--- config.mk ---
export PLATFORM = sky130hd
export DESIGN_NAME = alarm_set_ctrl
export DESIGN_NICKNAME = d
export VERILOG_FILES = /design/src/rtl/alarm_pkg.sv /design/src/rtl/bcd_min_inc.sv /design/src/rtl/alarm_set_ctrl.sv
export SDC_FILE = /design/constraint.sdc
export NUM_CORES = 1
export LEC_CHECK = 0
export BUFFER_PORTS_ARGS = -buffer_cell sky130_fd_sc_hd__buf_2
export CAP_MARGIN = 20
export CORE_MARGIN = 8
export CORE_UTILIZATION = 55
export CTS_BUF_LIST = sky130_fd_sc_hd__clkbuf_4 sky130_fd_sc_hd__clkbuf_8
export CTS_CLUSTER_SIZE = 14
export DETAILED_ROUTE_END_ITERATION = 8
export PLACE_DENSITY = 0.82
export SLEW_MARGIN = 20
export SYNTH_ARGS = -nofsm -noshare
export SYNTH_HDL_FRONTEND = slang
export SYNTH_SLANG_ARGS = --single-unit
--- constraint.sdc ---
create_clock -name clk -period 4.8 [get_ports clk]
set_input_delay 0.48 -clock clk [delete_from_list [all_inputs] [get_ports clk]]
set_output_delay 0.48 -clock clk [all_outputs]
set_load 0.01 [all_outputs]
--- src/rtl/alarm_pkg.sv ---
// Shared types and constants for the alarm setting controller.
// Holds the FSM encoding, BCD time limits, the default snooze length and an hour-increment helper.
package alarm_pkg;

  typedef enum logic [2:0] {
    ST_IDLE    = 3'd0,
    ST_T_HR    = 3'd1,
    ST_T_MIN   = 3'd2,
    ST_T_LD    = 3'd3,
    ST_A_HR    = 3'd4,
    ST_A_MIN   = 3'd5,
    ST_A_LD    = 3'd6,
    ST_SNZ_ADD = 3'd7
  } state_e;

  localparam int unsigned HOUR_MAX           = 23;
  localparam int unsigned MIN_MAX            = 59;
  localparam int unsigned SNOOZE_MIN_DEFAULT = 5;
  localparam int unsigned CNT_W              = 6;
  localparam int unsigned HHMM_W             = 14;

  localparam logic [1:0] HR_TENS_MAX  = 2'(HOUR_MAX / 10);
  localparam logic [3:0] HR_ONES_MAX  = 4'(HOUR_MAX % 10);
  localparam logic [3:0] MIN_TENS_MAX = 4'(MIN_MAX / 10);
  localparam logic [3:0] DIGIT_MAX    = 4'd9;

  // BCD hh:mm, tens digit of hours only needs two bits
  typedef struct packed {
    logic [1:0] h1;
    logic [3:0] h0;
    logic [3:0] m1;
    logic [3:0] m0;
  } hhmm_t;

  // Hours +1 with 23 -> 00 wrap; minutes pass through untouched
  function automatic hhmm_t hour_inc(input hhmm_t t);
    hhmm_t r;
    r = t;
    if ((t.h1 == HR_TENS_MAX) && (t.h0 == HR_ONES_MAX)) begin
      r.h1 = 2'd0;
      r.h0 = 4'd0;
    end else if (t.h0 == DIGIT_MAX) begin
      r.h1 = t.h1 + 2'd1;
      r.h0 = 4'd0;
    end else begin
      r.h0 = t.h0 + 4'd1;
    end
    return r;
  endfunction

endpackage

--- src/rtl/bcd_min_inc.sv ---
// Combinational BCD hh:mm plus one minute, carrying into the hour and wrapping 23:59 -> 00:00.
module bcd_min_inc
  import alarm_pkg::*;
(
  input  logic [HHMM_W-1:0] i_time,
  output logic [HHMM_W-1:0] o_time_c
);

  hhmm_t w_in;
  hhmm_t w_hr_up;
  hhmm_t w_out;

  assign w_in    = i_time;
  assign w_hr_up = hour_inc(w_in);

  always_comb begin
    w_out = w_in;
    if (w_in.m0 != DIGIT_MAX) begin
      w_out.m0 = w_in.m0 + 4'd1;
    end else if (w_in.m1 != MIN_TENS_MAX) begin
      w_out.m0 = 4'd0;
      w_out.m1 = w_in.m1 + 4'd1;
    end else begin
      w_out.h1 = w_hr_up.h1;
      w_out.h0 = w_hr_up.h0;
      w_out.m1 = 4'd0;
      w_out.m0 = 4'd0;
    end
  end

  assign o_time_c = w_out;

endmodule

--- src/rtl/alarm_set_ctrl.sv ---
// Button-driven time/alarm edit sequencer with snooze for a BCD alarm clock core.
// All outputs are registered from next-state values so they line up with the state they describe.
module alarm_set_ctrl
  import alarm_pkg::*;
#(
  parameter int unsigned SNOOZE_MIN = SNOOZE_MIN_DEFAULT
) (
  input  logic       clk,
  input  logic       reset,
  input  logic       btn_mode,
  input  logic       btn_inc,
  input  logic       btn_al,
  input  logic       btn_snooze,
  input  logic       btn_stop,
  input  logic       alarm_in,
  output logic [1:0] H_in1,
  output logic [3:0] H_in0,
  output logic [3:0] M_in1,
  output logic [3:0] M_in0,
  output logic       LD_time,
  output logic       LD_alarm,
  output logic       STOP_al,
  output logic       AL_ON,
  output logic [2:0] state_o
);

  localparam logic [CNT_W-1:0] SNZ_LOAD = CNT_W'(SNOOZE_MIN);
  localparam logic [CNT_W-1:0] CNT_ONE  = CNT_W'(1);

  state_e            r_state;
  hhmm_t             r_tbuf;
  hhmm_t             r_abuf;
  hhmm_t             r_disp;
  logic [CNT_W-1:0]  r_cnt;
  logic              r_al_on;
  logic              r_ld_time;
  logic              r_ld_alarm;
  logic              r_stop_al;

  state_e            w_state_nxt;
  hhmm_t             w_tbuf_nxt;
  hhmm_t             w_abuf_nxt;
  hhmm_t             w_disp_nxt;
  logic [CNT_W-1:0]  w_cnt_nxt;
  logic              w_al_on_nxt;
  logic              w_stop_nxt;
  logic              w_ld_time_nxt;
  logic              w_ld_alarm_nxt;
  hhmm_t             w_inc_src;
  hhmm_t             w_inc_res;
  hhmm_t             w_t_hr_up;
  hhmm_t             w_a_hr_up;

  // Only T_MIN edits tbuf minutes; every other user of the adder works on abuf
  assign w_inc_src = (r_state == ST_T_MIN) ? r_tbuf : r_abuf;
  assign w_t_hr_up = hour_inc(r_tbuf);
  assign w_a_hr_up = hour_inc(r_abuf);

  bcd_min_inc u_min_inc (
    .i_time   (w_inc_src),
    .o_time_c (w_inc_res)
  );

  always_ff @(posedge clk or posedge reset) begin
    if (reset) begin
      r_state <= ST_IDLE;
    end else begin
      r_state <= w_state_nxt;
    end
  end

  always_comb begin
    w_state_nxt = r_state;
    w_tbuf_nxt  = r_tbuf;
    w_abuf_nxt  = r_abuf;
    w_cnt_nxt   = r_cnt;
    w_al_on_nxt = r_al_on;
    w_stop_nxt  = btn_stop & alarm_in;

    case (r_state)
      ST_IDLE: begin
        if (btn_al) begin
          w_al_on_nxt = ~r_al_on;
        end
        if (btn_mode) begin
          w_state_nxt = ST_T_HR;
        end else if (btn_snooze && alarm_in) begin
          // First snooze minute is applied on entry so each SNZ_ADD cycle shows its own sum
          w_state_nxt = ST_SNZ_ADD;
          w_cnt_nxt   = SNZ_LOAD;
          w_abuf_nxt  = w_inc_res;
          w_stop_nxt  = 1'b1;
        end
      end
      ST_T_HR: begin
        if (btn_mode) begin
          w_state_nxt = ST_T_MIN;
        end else if (btn_inc) begin
          w_tbuf_nxt.h1 = w_t_hr_up.h1;
          w_tbuf_nxt.h0 = w_t_hr_up.h0;
        end
      end
      ST_T_MIN: begin
        if (btn_mode) begin
          w_state_nxt = ST_T_LD;
        end else if (btn_inc) begin
          w_tbuf_nxt.m1 = w_inc_res.m1;
          w_tbuf_nxt.m0 = w_inc_res.m0;
        end
      end
      ST_T_LD: begin
        w_state_nxt = ST_A_HR;
      end
      ST_A_HR: begin
        if (btn_mode) begin
          w_state_nxt = ST_A_MIN;
        end else if (btn_inc) begin
          w_abuf_nxt.h1 = w_a_hr_up.h1;
          w_abuf_nxt.h0 = w_a_hr_up.h0;
        end
      end
      ST_A_MIN: begin
        if (btn_mode) begin
          w_state_nxt = ST_A_LD;
        end else if (btn_inc) begin
          w_abuf_nxt.m1 = w_inc_res.m1;
          w_abuf_nxt.m0 = w_inc_res.m0;
        end
      end
      ST_A_LD: begin
        w_state_nxt = ST_IDLE;
      end
      ST_SNZ_ADD: begin
        if (r_cnt <= CNT_ONE) begin
          w_state_nxt = ST_IDLE;
          w_cnt_nxt   = '0;
        end else begin
          w_cnt_nxt  = r_cnt - CNT_ONE;
          w_abuf_nxt = w_inc_res;
        end
      end
      default: begin
        w_state_nxt = ST_IDLE;
      end
    endcase
  end

  assign w_ld_time_nxt  = (w_state_nxt == ST_T_LD);
  assign w_ld_alarm_nxt = (w_state_nxt == ST_A_LD) ||
                          ((w_state_nxt == ST_SNZ_ADD) && (w_cnt_nxt == CNT_ONE));
  assign w_disp_nxt     = (w_state_nxt inside {ST_T_HR, ST_T_MIN, ST_T_LD}) ? w_tbuf_nxt : w_abuf_nxt;

  always_ff @(posedge clk or posedge reset) begin
    if (reset) begin
      r_tbuf     <= '0;
      r_abuf     <= '0;
      r_disp     <= '0;
      r_cnt      <= '0;
      r_al_on    <= 1'b0;
      r_ld_time  <= 1'b0;
      r_ld_alarm <= 1'b0;
      r_stop_al  <= 1'b0;
    end else begin
      r_tbuf     <= w_tbuf_nxt;
      r_abuf     <= w_abuf_nxt;
      r_disp     <= w_disp_nxt;
      r_cnt      <= w_cnt_nxt;
      r_al_on    <= w_al_on_nxt;
      r_ld_time  <= w_ld_time_nxt;
      r_ld_alarm <= w_ld_alarm_nxt;
      r_stop_al  <= w_stop_nxt;
    end
  end

  assign H_in1    = r_disp.h1;
  assign H_in0    = r_disp.h0;
  assign M_in1    = r_disp.m1;
  assign M_in0    = r_disp.m0;
  assign LD_time  = r_ld_time;
  assign LD_alarm = r_ld_alarm;
  assign STOP_al  = r_stop_al;
  assign AL_ON    = r_al_on;
  assign state_o  = r_state;

endmodule
# After elaboration in Yosys (flattened, before gate mapping)
# Cells that the tools add are included.
# W data, S select, Z words.
# classes
n_mux	45
reduce_logical	9
bitwise_logic	2
eq_ne	24
magnitude_cmp	1
add_sub_neg	9
# ops
operator	count
$mux W6	12
$mux W14	5
$mux W8	6
$pmux W3 S8	1
$pmux W8 S3	1
$mux W3	7
$add A4 B1 Y4 const B	5
$eq A3 B3 Y1 const B	6
$pmux W6 S3	1
$mux W4	4
$eq A3 B2 Y1 const B	4
$eq A4 B2 Y1 const B	3
$eq A4 B4 Y1 const B	3
$pmux W6 S2	1
$mux W10	1
$add A2 B1 Y2 const B	3
$eq A2 B2 Y1 const B	3
$eq A3 B1 Y1 const B	2
$eq A6 B1 Y1 const B	1
$le A6 B1 Y1 const B	1
$mux W2	3
$sub A6 B1 Y6 const B	1
$logic_and A1 B1 Y1	5
$ne A4 B3 Y1 const B	1
8 further kinds	10
# totals
ff_bits	55
word_cells	108
output_inout_bits	21
inputBits	8

# Logic depth before layout (Yosys ltp)
# Gate-level depths: netlist (run 1).
# logic_depth
ltp_word	11
mapped_depth	14
ltp_nobuf	11

# Hierarchy
# A second synthesis (run 1) with hierarchy kept.
# hier_totals
hier_cells	334
area_unflattened_um2	3362.0
# by_module_without_submodules
module	seq_area_each_um2	instances	cells_per_inst	area_each_um2
alarm_set_ctrl	1376.3	1	282	2981.6
bcd_min_inc	0.0	1	52	380.4

# Worst setup path after synthesis (run 1)
# Ideal clock, no wire load.
# synth_path
path_type	register to register
startpoint	reg r_state[2], in the netlist state_o[2]
endpoint	reg r_disp (netlist bit H_in0[1])
required_time_ps	4675
setup_ps	125
path_stages_with_launch	15
synth_period_minus_slack_ps	3161
arrival_ps	3036
path_buffers	3
slack_ps	1639
cell_sequence	dfrtp_1 -> buf_4 -> or3b_1 -> buf_2 -> clkbuf_1 -> nand2_1 -> nand2_1 -> inv_1 -> ha_1 -> nand2_1 -> nor3_2 -> a21oi_1 -> o311a_1 -> a211o_1 -> mux2_2
# synth_lines
item	line	source
start: declaration	alarm_set_ctrl.sv:30	state_e r_state;
start signal: assignment	alarm_set_ctrl.sv:68	r_state <= w_state_nxt;
end signal: assignment	alarm_set_ctrl.sv:166	r_disp <= w_disp_nxt;
end: declaration	alarm_set_ctrl.sv:33	hhmm_t r_disp;

==> results of run 1 <==
[per-layer routing]
metal,share of wire [%],vias to the layer above,global-route usage [%]
li1,-,1447,-
met4,1.7,0,6.76
met2,45,98,28.4
met1,48,1436,25.0
met5,0,-,0
met3,4.9,13,3.17
[how the worst max path moves through the flow]
stage | start | end | slack (ps) | depth (start not counted)
floorplan | state_o[2] | H_in0[1] | 1640 | 14
global placement | state_o[0] | H_in0[1] | 1180 | 10
detailed placement | state_o[0] | H_in0[1] | 1030 | 10
CTS | state_o[0] | H_in0[1] | 1040 | 10
global route | state_o[0] | H_in0[1] | 710 | 10
finish | state_o[0] | H_in0[1] | 970 | 10
[state kept, by name, indices dropped and copies added, names as in the netlist, 2 cells and up]
signal	flops
r_abuf	14
r_tbuf	14
state_o	3
H_in0	4
H_in1	2
r_cnt	6
M_in1	4
M_in0	4
[per-stage QoR]
stage          worst slack [ps]  hold WS [ps]
6_report                    969           160
5_1_grt                     705           198
4_1_cts                    1040           366
3_5_place_dp               1030           457
3_3_place_gp               1180           455
2_1_floorplan              1640           453
[cell usage in the layout, fill, tap and decap left out, drive strengths merged, types with 4 or more instances in the layout]
master  instances
nor2b           7
and3            4
nand2b          6
a211oi          6
nor2           36
clkbuf          6
nand3b          5
buf            31
xnor2           4
nor3            7
nand2          55
mux2i           9
nand3           7
a21o            4
o21ai          32
a31oi           7
or3             5
o211ai          4
a21oi          26
o22ai           5
inv            17
dfrtp          55
mux2            7
ha             13
a22oi           4
[final cells by class]
type / count / area share, %
multi-input cells: 299 / 50.9
inverters: 18 / 1.87
flip-flops and latches: 55 / 37.4
clock buffers: 6 / 2.07
clock inverters: 2 / 0.476
repair buffers: 31 / 4.76
well taps: 75 / 2.55
[critical path, cell delays in order (launching register included)]
cell and delay [ps]:
sky130_fd_sc_hd__dfrtp_1 790, sky130_fd_sc_hd__or3b_1 720, sky130_fd_sc_hd__mux2i_1 230, sky130_fd_sc_hd__inv_1 130, sky130_fd_sc_hd__ha_1 340, sky130_fd_sc_hd__nand2_1 130, sky130_fd_sc_hd__nor3_2 390, sky130_fd_sc_hd__a32oi_1 270
sky130_fd_sc_hd__o311a_1 190, sky130_fd_sc_hd__a211o_1 290, sky130_fd_sc_hd__mux2_2 260
[power by group]
part	internal [mW]	switching [mW]	total, mW
registers	0.664	0.244	0.908
logic	0.552	0.807	1.36
clock network	0.111	0.152	0.263
[cells by family after synthesis]
kind of cell,after synthesis,synth area share (%)
and+or+nand+nor,154,23.4
AOI/OAI and AO/OA,111,20.7
DFF,55,40.5
buffers and inverters,35,4.31
muxes,16,4.98
adders and majority gates,13,4.79
xor gates and xnor gates,5,1.29
==> flow_results.org, run 1 <==
** GRT
- Remaining Overflow, GRT :: 0
- Number of antenna violations at the first check in global routing :: 0
- Global routing used 18.3% of the available tracks.
- Entering global routing, the biggest net connects 56 pins.
- Vias in the first global route :: 2788
- The first global-routing pass estimated 13200 um of wire.

** Die
- The initialized floorplan defines 28 standard-cell rows.
- From bottom edge to top edge, the die measures 94.6 um.
- After floorplanning, the core was sized to cover 5960 um^2.
- Die boundary width :: 94.6 um
- For this configuration, the core starts out at a cell density of 57.0%.
- For this design the top-level I/O count stands at 29.
- Total Die Area :: 8940 um^2

** Cells and area
- In the final design database the tool counted 431 nets.
- Final antenna diode count :: 0
- Once layout is complete, the utilization of the core stands at 61.8%.
- Syn-to-layout area delta :: 8.40%
- Area occupied by registers :: 1380 um^2
- Fraction of layout cells with a size suffix above 1 :: 13.6%
- With fillers left out, the area of the finished cells amounts to 3680 um^2.
- Number of filler instances in the final layout :: 539
- Final Non-Filler Cells :: 486
- The multi-input combinational cells in the finished layout cover a total of 1870 um^2.

** Clock network
- Clock Tree Root :: sky130_fd_sc_hd__clkbuf_8
- Gates resized during post-CTS repair numbered 0.
- CTS Sinks :: 55
- In this run, CTS created clock tree buffers numbering 5.
- TritonCTS built the clock tree.
- The clock reaches the later pin of the worst-skew pair after 320 ps.
- In this run, post-CTS hold repair placed 0 buffers.
- The clock passes through at most 2 buffers.
- After clock tree synthesis, the clock-pin slew on the worst setup and hold paths is 100 ps.
- Count of H-tree levels built during CTS :: 2
- Count of buffers added by post-CTS timing repair for setup :: 0

** Timing
- Across the routed clock network, the largest skew measured is 16.1 ps.
- At the pin with the least slew margin, the transition time is 759 ps.
- Adding up every negative setup slack in the final design gives 0 ps.
- Tightest slew margin relative to the limit :: 49.4%
- The number of hold violations in the final report came to 0.
- Setup violations remaining at the end of the flow were counted as 0.
- Dividing the final minimum period by the clock period gives 79.8%.
- Time the final worst path needs with I/O delays and setup :: 3830 ps
- Unrepaired setup endpoints after global routing :: no
- The number of pins exceeding their max-slew limit in the final report was 0.
- Derived from the worst setup path, the maximum achievable clock frequency is 0.261 GHz.

** Synth
- Of the post-synthesis cell area, the dominant cell type holds 40.5%.
- Counting every instance in the synthesized netlist gives 389.
- Per-instance average area after synthesis :: 8.73 um^2
- Post-Syn Nets :: 410
- Leading cell types by count after synthesis :: sky130_fd_sc_hd__dfrtp_1 (55), sky130_fd_sc_hd__nand2_1 (53), sky130_fd_sc_hd__nor2_1 (36), sky130_fd_sc_hd__o21ai_0 (29), sky130_fd_sc_hd__a21oi_1 (26)
- sky130_fd_sc_hd__dfrtp_1 is the most common cell in the netlist.
- In the synthesized netlist the dominant register cell turns out to be sky130_fd_sc_hd__dfrtp_1.
- Seq/Total Area, Yosys :: 40.5%
- Library cell occupying the most area in the post-synthesis netlist :: sky130_fd_sc_hd__dfrtp_1
- The Yosys step of the flow raised 0 warnings.
- Number of enable-type register cells in the synthesized netlist :: 0
- Summing every instance area after synthesis gives 3390 um^2.
- Synthesized flop and latch total :: 55
- For this run, asynchronously set or reset flops after synthesis account for 100%.
- Synth area leaders :: sky130_fd_sc_hd__dfrtp_1 (41%), sky130_fd_sc_hd__nand2_1 (5.9%), sky130_fd_sc_hd__ha_1 (4.8%)
- Count of unique library cells instantiated by Yosys :: 65

** Placed design
- Placer's final routability congestion estimate :: 0.924
- The number of placed instances, taps included, is 477.
- Once detailed placement completed, the half-perimeter wirelength came to 5690 um.
- Total placed instance area :: 3560 um^2
- The count of buffers added on input and output ports is 28.

** Setup path
- Required @ worst endpoint :: 5010 ps
- In this run the critical register-to-register path is captured at H_in0[1].
- Crit start category :: register
- The startpoint identified for the worst register-to-register timing path is state_o[0].
- Setup slack of the worst register-to-register path :: 970 ps
- Data arrival time of the worst path :: 4040 ps
- The worst register-to-register path has a depth of 10.
- The worst setup path is captured at a register.
- Of all nets on the critical path, the largest fanout is 22.
- The critical path in this run is classified as register to register.

** Route
- Once detail routing completed, the nets flagged for antenna violations numbered 0.
- Length of the first detailed-routing pass in iterations :: 5
- Average wire per standard cell :: 16.1 um
- Wirelength, routed :: 7830 um
- DRC :: 0
- For this block, the via count after detailed routing is 2994.
- The first routing iteration left 168 violations.
- Via/cell ratio :: 6.16

** Power and ir drop
- Across the VDD grid, the largest voltage drop is 538 uV.
- Summed over all cells, the static leakage comes to 1.67 nW.
- After layout, the design draws a total of 2.53 mW.
- Dividing total power by cell area gives a power density of 688 nW/um^2.

** Run status
- Status :: complete, no violations

** Min path
- The worst hold path belongs to the class input pin to asynchronous set/reset pin.

** Flow run
- The tool flagged a number of max-cap violations equal to 0.
Power figures use the tool's default switching activity.
==> run 2, diff against run 1 <==
Clock period 4.8 ns to 3.7 ns, I/O delays scaled along.
==> flow_results.org, run 2 (synthesis results as in run 1) <==
** Power and ir drop
- The design internal power was 1.74 mW (was 1.33 mW).
- The leakage power is 1.69 nW (was 1.67 nW).
- Clock share of power :: 10.1% (was 10.4%)
- The logic gate share of total power is 56.8% (was 53.7%).
- Areal power density over the cells :: 900 nW/um^2 (was 688 nW/um^2)
- Register share of total power :: 33.1% (was 35.9%)
- Sw frac :: 47.6% (was 47.5%)
- The worst voltage drop across the vdd grid was 589 uV (was 538 uV).
- Switching power :: 1.58 mW (was 1.20 mW)

** Die
- The die boundary width is 94.6 um (unchanged).
- The core footprint is 5960 um^2 (unchanged).
- Starting density of the core :: 57.0% (unchanged)
- The count of boundary I/O pins is 29 (unchanged).
- Y dimension of the die :: 94.6 um (unchanged)
- The die area came to 8940 um^2 (unchanged).
- Site row count :: 28 (unchanged)

** Cells and area
- The area added between synthesis and finish is 8.81% (was 8.40%).
- Fraction of layout cells with a size suffix above 1 :: 14.5% (was 13.6%)
- Leading cell types in the layout, fill and taps excluded: sky130_fd_sc_hd__dfrtp_1 (55), sky130_fd_sc_hd__nand2_1 (53), sky130_fd_sc_hd__nor2_1 (36) (unchanged).
- Final antenna diode count :: 0 (unchanged)
- Final design area excluding fillers :: 3690 um^2 (was 3680 um^2)
- Largest registers in the final layout :: r_abuf (14), r_tbuf (14), r_cnt (6) (unchanged)
- Leading cell type in the layout, fill and taps excluded :: sky130_fd_sc_hd__dfrtp_1 (unchanged)
- Total number of nets in the final design :: 435 (was 431)

** GRT
- The number of global-route vias before repair came to 2863 (was 2788).
- Number of antenna violations at the first check in global routing :: 0 (unchanged)
- Total global routing track utilization :: 18.9% (was 18.3%)
- Maximum number of pins on one net before global-route repair :: 47 (was 56)
- The global-route wire length before repair was 13700 um (was 13200 um).
- Remaining Overflow, GRT :: 0 (unchanged)

** Clock network
- The clock insertion delay at the later pin of the skew report came to 300 ps (was 320 ps).
- The TritonCTS clock tree is yes (unchanged).
- CTS Sinks :: 55 (unchanged)
- The number of buffers added by the clock tree synthesis step is 5 (unchanged).
- The cell at the root of the clock tree is sky130_fd_sc_hd__clkbuf_8 (unchanged).
- The quantity of hold-fixing buffers added after cts is 0 (unchanged).
- Count of H-tree levels built during CTS :: 2 (unchanged)
- Count of buffers added by post-CTS timing repair for setup :: 0 (unchanged)
- The clock slew seen by the registers of the worst setup and hold paths came to 100 ps (about the same).
- Number of resized instances in the post-cts repair step :: 0 (unchanged)
- Clock Tree Buf Depth :: 2 (unchanged)

** Timing
- Unrepaired setup endpoints after global routing :: no (unchanged)
- The worst-case clock skew was 10.3 ps (was 16.1 ps).
- The minimum period implied by the final worst setup slack came to 3190 ps (was 3830 ps).
- The final sum of negative setup slack is 0 ps (unchanged).
- The number of pins exceeding their max-slew limit in the final report came to 0 (unchanged).
- The peak clock frequency supported by timing was 0.313 GHz (was 0.261 GHz).
- The transition time of the tightest slew-check pin came to 928 ps (was 759 ps).
- The worst max-slew margin expressed relative to the limit came to 38.0% (was 49.4%).
- The number of hold violations in the final report is 0 (unchanged).
- The fraction of the cycle the final worst path needs was 86.3% (was 79.8%).
- Setup violation total in the final timing report :: 0 (unchanged)

** Setup path
- Reg2reg start :: state_o[0] (unchanged)
- Register-to-Register Path Depth :: 10 (unchanged)
- The internal reg-to-reg setup slack came to 510 ps (was 970 ps).
- Cell family with the largest share of critical-path delay :: simple AND/OR/NAND/NOR gates (unchanged)
- Setup CP Type :: register to register (unchanged)
- Ordered cell list for the critical path :: or3b_1, mux2i_1, inv_1, ha_1, nand2_1, nor3_2, a32oi_1, o311a_1, a211o_1, mux2_2 (unchanged)
- The sum of buffers and inverters on the critical path came to 1 (unchanged).
- The data required time at the worst endpoint was 3890 ps (was 5010 ps).
- Crit start category :: register (unchanged)
- The delay of the slowest cell on the worst path came to 560 ps (was 790 ps).
- The library cell contributing the largest single delay on the critical path is sky130_fd_sc_hd__or3b_1 (was sky130_fd_sc_hd__dfrtp_1).
- The depth of the critical timing path with buffers and inverters included was 10 (unchanged).
- The capture point of the worst reg-to-reg path is H_in0[1] (unchanged).
- Setup crit end kind :: register (unchanged)
- The arrival time at the worst endpoint was 3390 ps (was 4040 ps).
- Largest driver fanout on the critical path :: 9 (was 22)

** Placed design
- Number of port buffers :: 28 (unchanged)
- Total placed instance area :: 3600 um^2 (was 3560 um^2)
- Placer's final routability congestion estimate :: 0.918 (was 0.924)
- The sum of net half-perimeters after detailed placement is 5930 um (was 5690 um).

** Route
- Average wire per standard cell :: 16.2 um (was 16.1 um)
- The DRC violation count after routing was 0 (unchanged).
- Number of DRC markers after the initial detailed-route iteration :: 247 (was 168)
- Length of the first detailed-routing pass in iterations :: 5 (unchanged)
- The routed via count came to 2992 (was 2994).
- Via/cell ratio :: 6.11 (was 6.16)
- Remaining antenna violation count :: 0 (unchanged)
- Wirelength, routed :: 7950 um (was 7830 um)

** Min path
- The class of the most critical hold timing path is input pin to asynchronous set/reset pin (unchanged).

** Flow run
- Max-cap viol count :: 0 (unchanged)

** Run status
- Status: complete, no violations (unchanged).
run 2: changes by cell type in the layout (fill, tap and decap cells not counted), sizes merged:
| cell | change |
|---|---|
| clkinv | -2 |
| clkbuf | -1 |
| inv | +3 |
| buf | +4 |
run 2: worst max-delay path by stage:
| stage | to | slack [ps] | startpoint |
|---|---|---|---|
| floorplan | H_in0[1] | 540 | state_o[2] |
| global placement | H_in0[1] | 680 | state_o[0] |
| detailed placement | H_in0[1] | 560 | state_o[0] |
| CTS | H_in0[1] | 550 | state_o[0] |
| global route | H_in0[1] | 270 | state_o[0] |
| finish | H_in0[1] | 510 | state_o[0] |
run 2: metrics by stage:
stage	instances	hold slack, ps	power, mW	util [%]	worst slack [ps]
after floorplan	389	453	2.46	-	539
after global placement	482	456	2.89	60.5	683
after detailed placement	482	460	2.96	60.5	561
after CTS	490	258	3.31	62.0	547
after global routing	490	260	3.62	62.0	266
final	490	259	3.32	62.0	508
run 2: cell type report:
type | instances | area, um^2
Sequential cell | 55 | 1380
Fill cell | 514 | 2260
Multi-Input combinational cell | 299 | 1870
Tap cell | 75 | 93.8
Clock inverter | 3 | 22.5
Clock buffer | 5 | 68.8
Timing Repair Buffer | 35 | 193
Inverter | 18 | 67.6
run 2: per-layer routing:
layer	vias up	share of wire, %	GRT usage [%]
li1	1450	-	-
met1	1399	45	25.8
met2	127	47	30.1
met3	16	6.6	2.94
met4	0	1.8	5.46
met5	-	0	0
run 2: power groups by stage:
stage / Combinational (mW) / Clock [mW] / Sequential [mW]
after floorplan: 1.37 / 0 / 1.09
final: 1.89 / 0.336 / 1.10
after CTS: 1.87 / 0.348 / 1.09
after global placement: 1.79 / 0 / 1.09
after global routing: 2.11 / 0.372 / 1.13
after detailed placement: 1.86 / 0 / 1.10
==> run 3, diff against run 2 <==
Settings changed: CORE_ASPECT_RATIO set to 0.9.
==> flow_results.org, run 3 (synthesis results as in run 1) <==
** Die
- Total Die Area :: 8950 um^2 (was 8940 um^2)
- The count of boundary I/O pins came to 29 (unchanged).
- The core footprint came to 6050 um^2 (was 5960 um^2).
- Die boundary width :: 98.8 um (was 94.6 um)
- The die height came to 90.5 um (was 94.6 um).
- Site row count :: 27 (was 28)
- The effective utilization at floorplan is 56.1% (was 57.0%).

** Min path
- Type of the worst min-delay path :: input pin to asynchronous set/reset pin (unchanged)

** Placed design
- The total of buffers placed on input and output ports is 28 (unchanged).
- The number of placed instances, taps included came to 478 (was 482).
- Placer's final routability congestion estimate :: 0.918 (about the same)
- HPWL after detailed placement :: 5960 um (was 5930 um)

** Setup path
- The family with the most delay on the worst path is simple AND/OR/NAND/NOR gates (unchanged).
- The startpoint-to-endpoint class of the critical path was register to register (unchanged).
- The category of the worst setup path capture point is a register (unchanged).
- The internal reg-to-reg setup slack is 510 ps (about the same).
- The arrival time at the worst endpoint is 3400 ps (was 3390 ps).
- Required @ worst endpoint :: 3910 ps (was 3890 ps)
- Largest driver fanout on the critical path :: 8 (was 9)
- The sort of element at the start of the critical path was a register (unchanged).
- The depth of the most critical reg-to-reg path is 10 (unchanged).
- Max stage delay cell, worst path :: sky130_fd_sc_hd__or3b_1 (unchanged)
- The delay of the slowest cell on the worst path came to 550 ps (was 560 ps).
- Ordered cell list for the critical path: or3b_1, mux2i_1, inv_1, ha_1, nand2_1, nor3_2, a21oi_1, o311a_1, a211o_1, mux2_2 (was or3b_1, mux2i_1, inv_1, ha_1, nand2_1, nor3_2, a32oi_1, o311a_1, a211o_1, mux2_2).
- The capture point of the worst reg-to-reg path is H_in0[1] (unchanged).
- The launching point of the worst reg2reg path was state_o[0] (unchanged).
- Buffer and inverter count on the worst path :: 1 (unchanged)

** GRT
- The final global-route overflow total was 0 (unchanged).
- Vias in the first global route :: 2733 (was 2863)
- Maximum number of pins on one net before global-route repair :: 56 (was 47)
- The initial antenna violation count is 0 (unchanged).
- The global-route wire length before repair came to 13400 um (was 13700 um).
- Total global routing track utilization :: 18.3% (was 18.9%)

** Cells and area
- The area used by multi-input combinational logic was 1870 um^2 (unchanged).
- Final Non-Filler Cells :: 486 (was 490)
- Leading cell types in the layout, fill and taps excluded: sky130_fd_sc_hd__dfrtp_1 (55), sky130_fd_sc_hd__nand2_1 (53), sky130_fd_sc_hd__nor2_1 (36) (unchanged).
- The number of antenna cells inserted was 0 (unchanged).
- The area added between synthesis and finish was 8.44% (was 8.81%).
- Area occupied by registers :: 1380 um^2 (unchanged)
- The layout cell share with drive strength beyond 1 was 14.3% (was 14.5%).
- The final core area utilization came to 60.9% (was 62.0%).
- Largest registers in the final layout :: r_abuf (14), r_tbuf (14), r_cnt (6) (unchanged)
- The number of filler instances in the final layout was 532 (was 514).
- The net count of the finished layout came to 434 (was 435).
- The most common cell after layout, fill and taps aside is sky130_fd_sc_hd__dfrtp_1 (unchanged).

** Clock network
- Count of hold-fix buffers inserted at cts :: 0 (unchanged)
- The post-CTS setup buffer count was 0 (unchanged).
- The number of buffers added by the clock tree synthesis step is 5 (unchanged).
- Clock Pin Slew Worst Setup and Hold Paths :: 100 ps (about the same)
- The number of clock sinks seen by CTS was 55 (unchanged).
- The clock insertion delay at the later pin of the skew report was 320 ps (was 300 ps).
- Number of resized instances in the post-cts repair step :: 0 (unchanged)
- Count of H-tree levels built during CTS :: 2 (unchanged)
- Clock Tree Buf Depth :: 2 (unchanged)
- The cell at the root of the clock tree was sky130_fd_sc_hd__clkbuf_8 (unchanged).
- Clock tree from TritonCTS :: yes (unchanged)

** Timing
- Unrepaired setup endpoints after global routing: no (unchanged).
- Worst Hold Margin :: 217 ps (was 259 ps)
- The fraction of the cycle the final worst path needs is 86.2% (was 86.3%).
- The transition time of the tightest slew-check pin is 933 ps (was 928 ps).
- The minimum period implied by the final worst setup slack is 3190 ps (about the same).
- Fmax achieved :: 0.314 GHz (was 0.313 GHz)
- Tightest slew margin relative to the limit :: 37.8% (was 38.0%)
- Clock Skews :: 14.4 ps (was 10.3 ps)
- The number of pins exceeding their max-slew limit in the final report was 0 (unchanged).
- The final sum of negative setup slack came to 0 ps (unchanged).
- Final Hold Viols :: 0 (unchanged)
- The final setup violation count was 0 (unchanged).

** Power and ir drop
- The fraction of power spent switching nets is 47.7% (was 47.6%).
- Combinational group share of total power :: 56.7% (was 56.8%)
- The leakage power was 1.67 nW (was 1.69 nW).
- Peak supply drop :: 371 uV (was 589 uV)
- Switching power :: 1.58 mW (about the same)
- The relative contribution of the clock network to total power came to 10.0% (was 10.1%).
- The share of power burned in registers came to 33.2% (was 33.1%).
- The design internal power was 1.73 mW (was 1.74 mW).
- The total power per unit cell area was 899 nW/um^2 (was 900 nW/um^2).
- Total Power Consumption :: 3.31 mW (was 3.32 mW)

** Route
- The routed via count is 2981 (was 2992).
- The initial DRC count was 236 (was 247).
- The DRC violation count after routing is 0 (unchanged).
- The total length of routed wires came to 8000 um (was 7950 um).
- The wire length per cell after detailed routing came to 16.5 um (was 16.2 um).
- The first-pass iteration count of the detailed router was 5 (unchanged).
- The mean number of vias per cell is 6.13 (was 6.11).
- Remaining antenna violation count :: 0 (unchanged)

** Flow run
- The max-cap check violation count came to 0 (unchanged).

** Run status
- Status :: complete, no violations (unchanged)
## run 3: cell types whose count changed in the layout (fill, tap and decap cells not counted), sizes merged
cell / before / now
buf: 35 / 34
inv: 20 / 17
clkinv: 1 / 2
clkinvlp: 0 / 2
## run 3: cell type report
class,instances,share of cell area (%)
Clock buffer,5,1.87
Inverter,18,1.87
Timing Repair Buffer,34,5.03
Sequential cell,55,37.4
Clock inverter,3,0.544
Tap cell,72,2.45
Multi-Input combinational cell,299,50.8
## run 3: metrics by stage
stage | setup WS (ps) | area (um^2)
2_1_floorplan | 539 | 3390
3_3_place_gp | 655 | 3590
5_1_grt | 265 | 3680
4_1_cts | 515 | 3680
6_report | 511 | 3680
3_5_place_dp | 534 | 3590
## run 3: worst reg2reg max path: stages (launching register included)
cell	delay [ps]
sky130_fd_sc_hd__dfrtp_1	380
sky130_fd_sc_hd__or3b_1	550
sky130_fd_sc_hd__mux2i_1	210
sky130_fd_sc_hd__inv_1	120
sky130_fd_sc_hd__ha_1	300
sky130_fd_sc_hd__nand2_1	120
sky130_fd_sc_hd__nor3_2	400
sky130_fd_sc_hd__a21oi_1	140
sky130_fd_sc_hd__o311a_1	310
sky130_fd_sc_hd__a211o_1	290
sky130_fd_sc_hd__mux2_2	270
## run 3: worst max path at each step
stage,cells after the start,slack (ps),to,from
after floorplan,14,540,H_in0[1],state_o[2]
after global placement,12,660,H_in0[1],state_o[0]
after detailed placement,10,530,H_in0[1],state_o[0]
after CTS,10,510,H_in0[1],state_o[0]
after global routing,12,260,H_in0[1],state_o[0]
final,10,510,H_in0[1],state_o[0]
## run 3: power by group through the flow
stage	Clock (mW)	Combinational, mW	Sequential [mW]
after detailed placement	0	1.86	1.11
after CTS	0.340	1.86	1.09
after global routing	0.359	2.11	1.14
final	0.332	1.88	1.10
after global placement	0	1.81	1.10
after floorplan	0	1.37	1.09
## run 3: per-layer routing
layer	GRT usage (%)	part of all wire [%]
met1	24.9	46
met2	28.0	45
met3	3.62	7.4
met4	6.64	1.6
met5	0	0
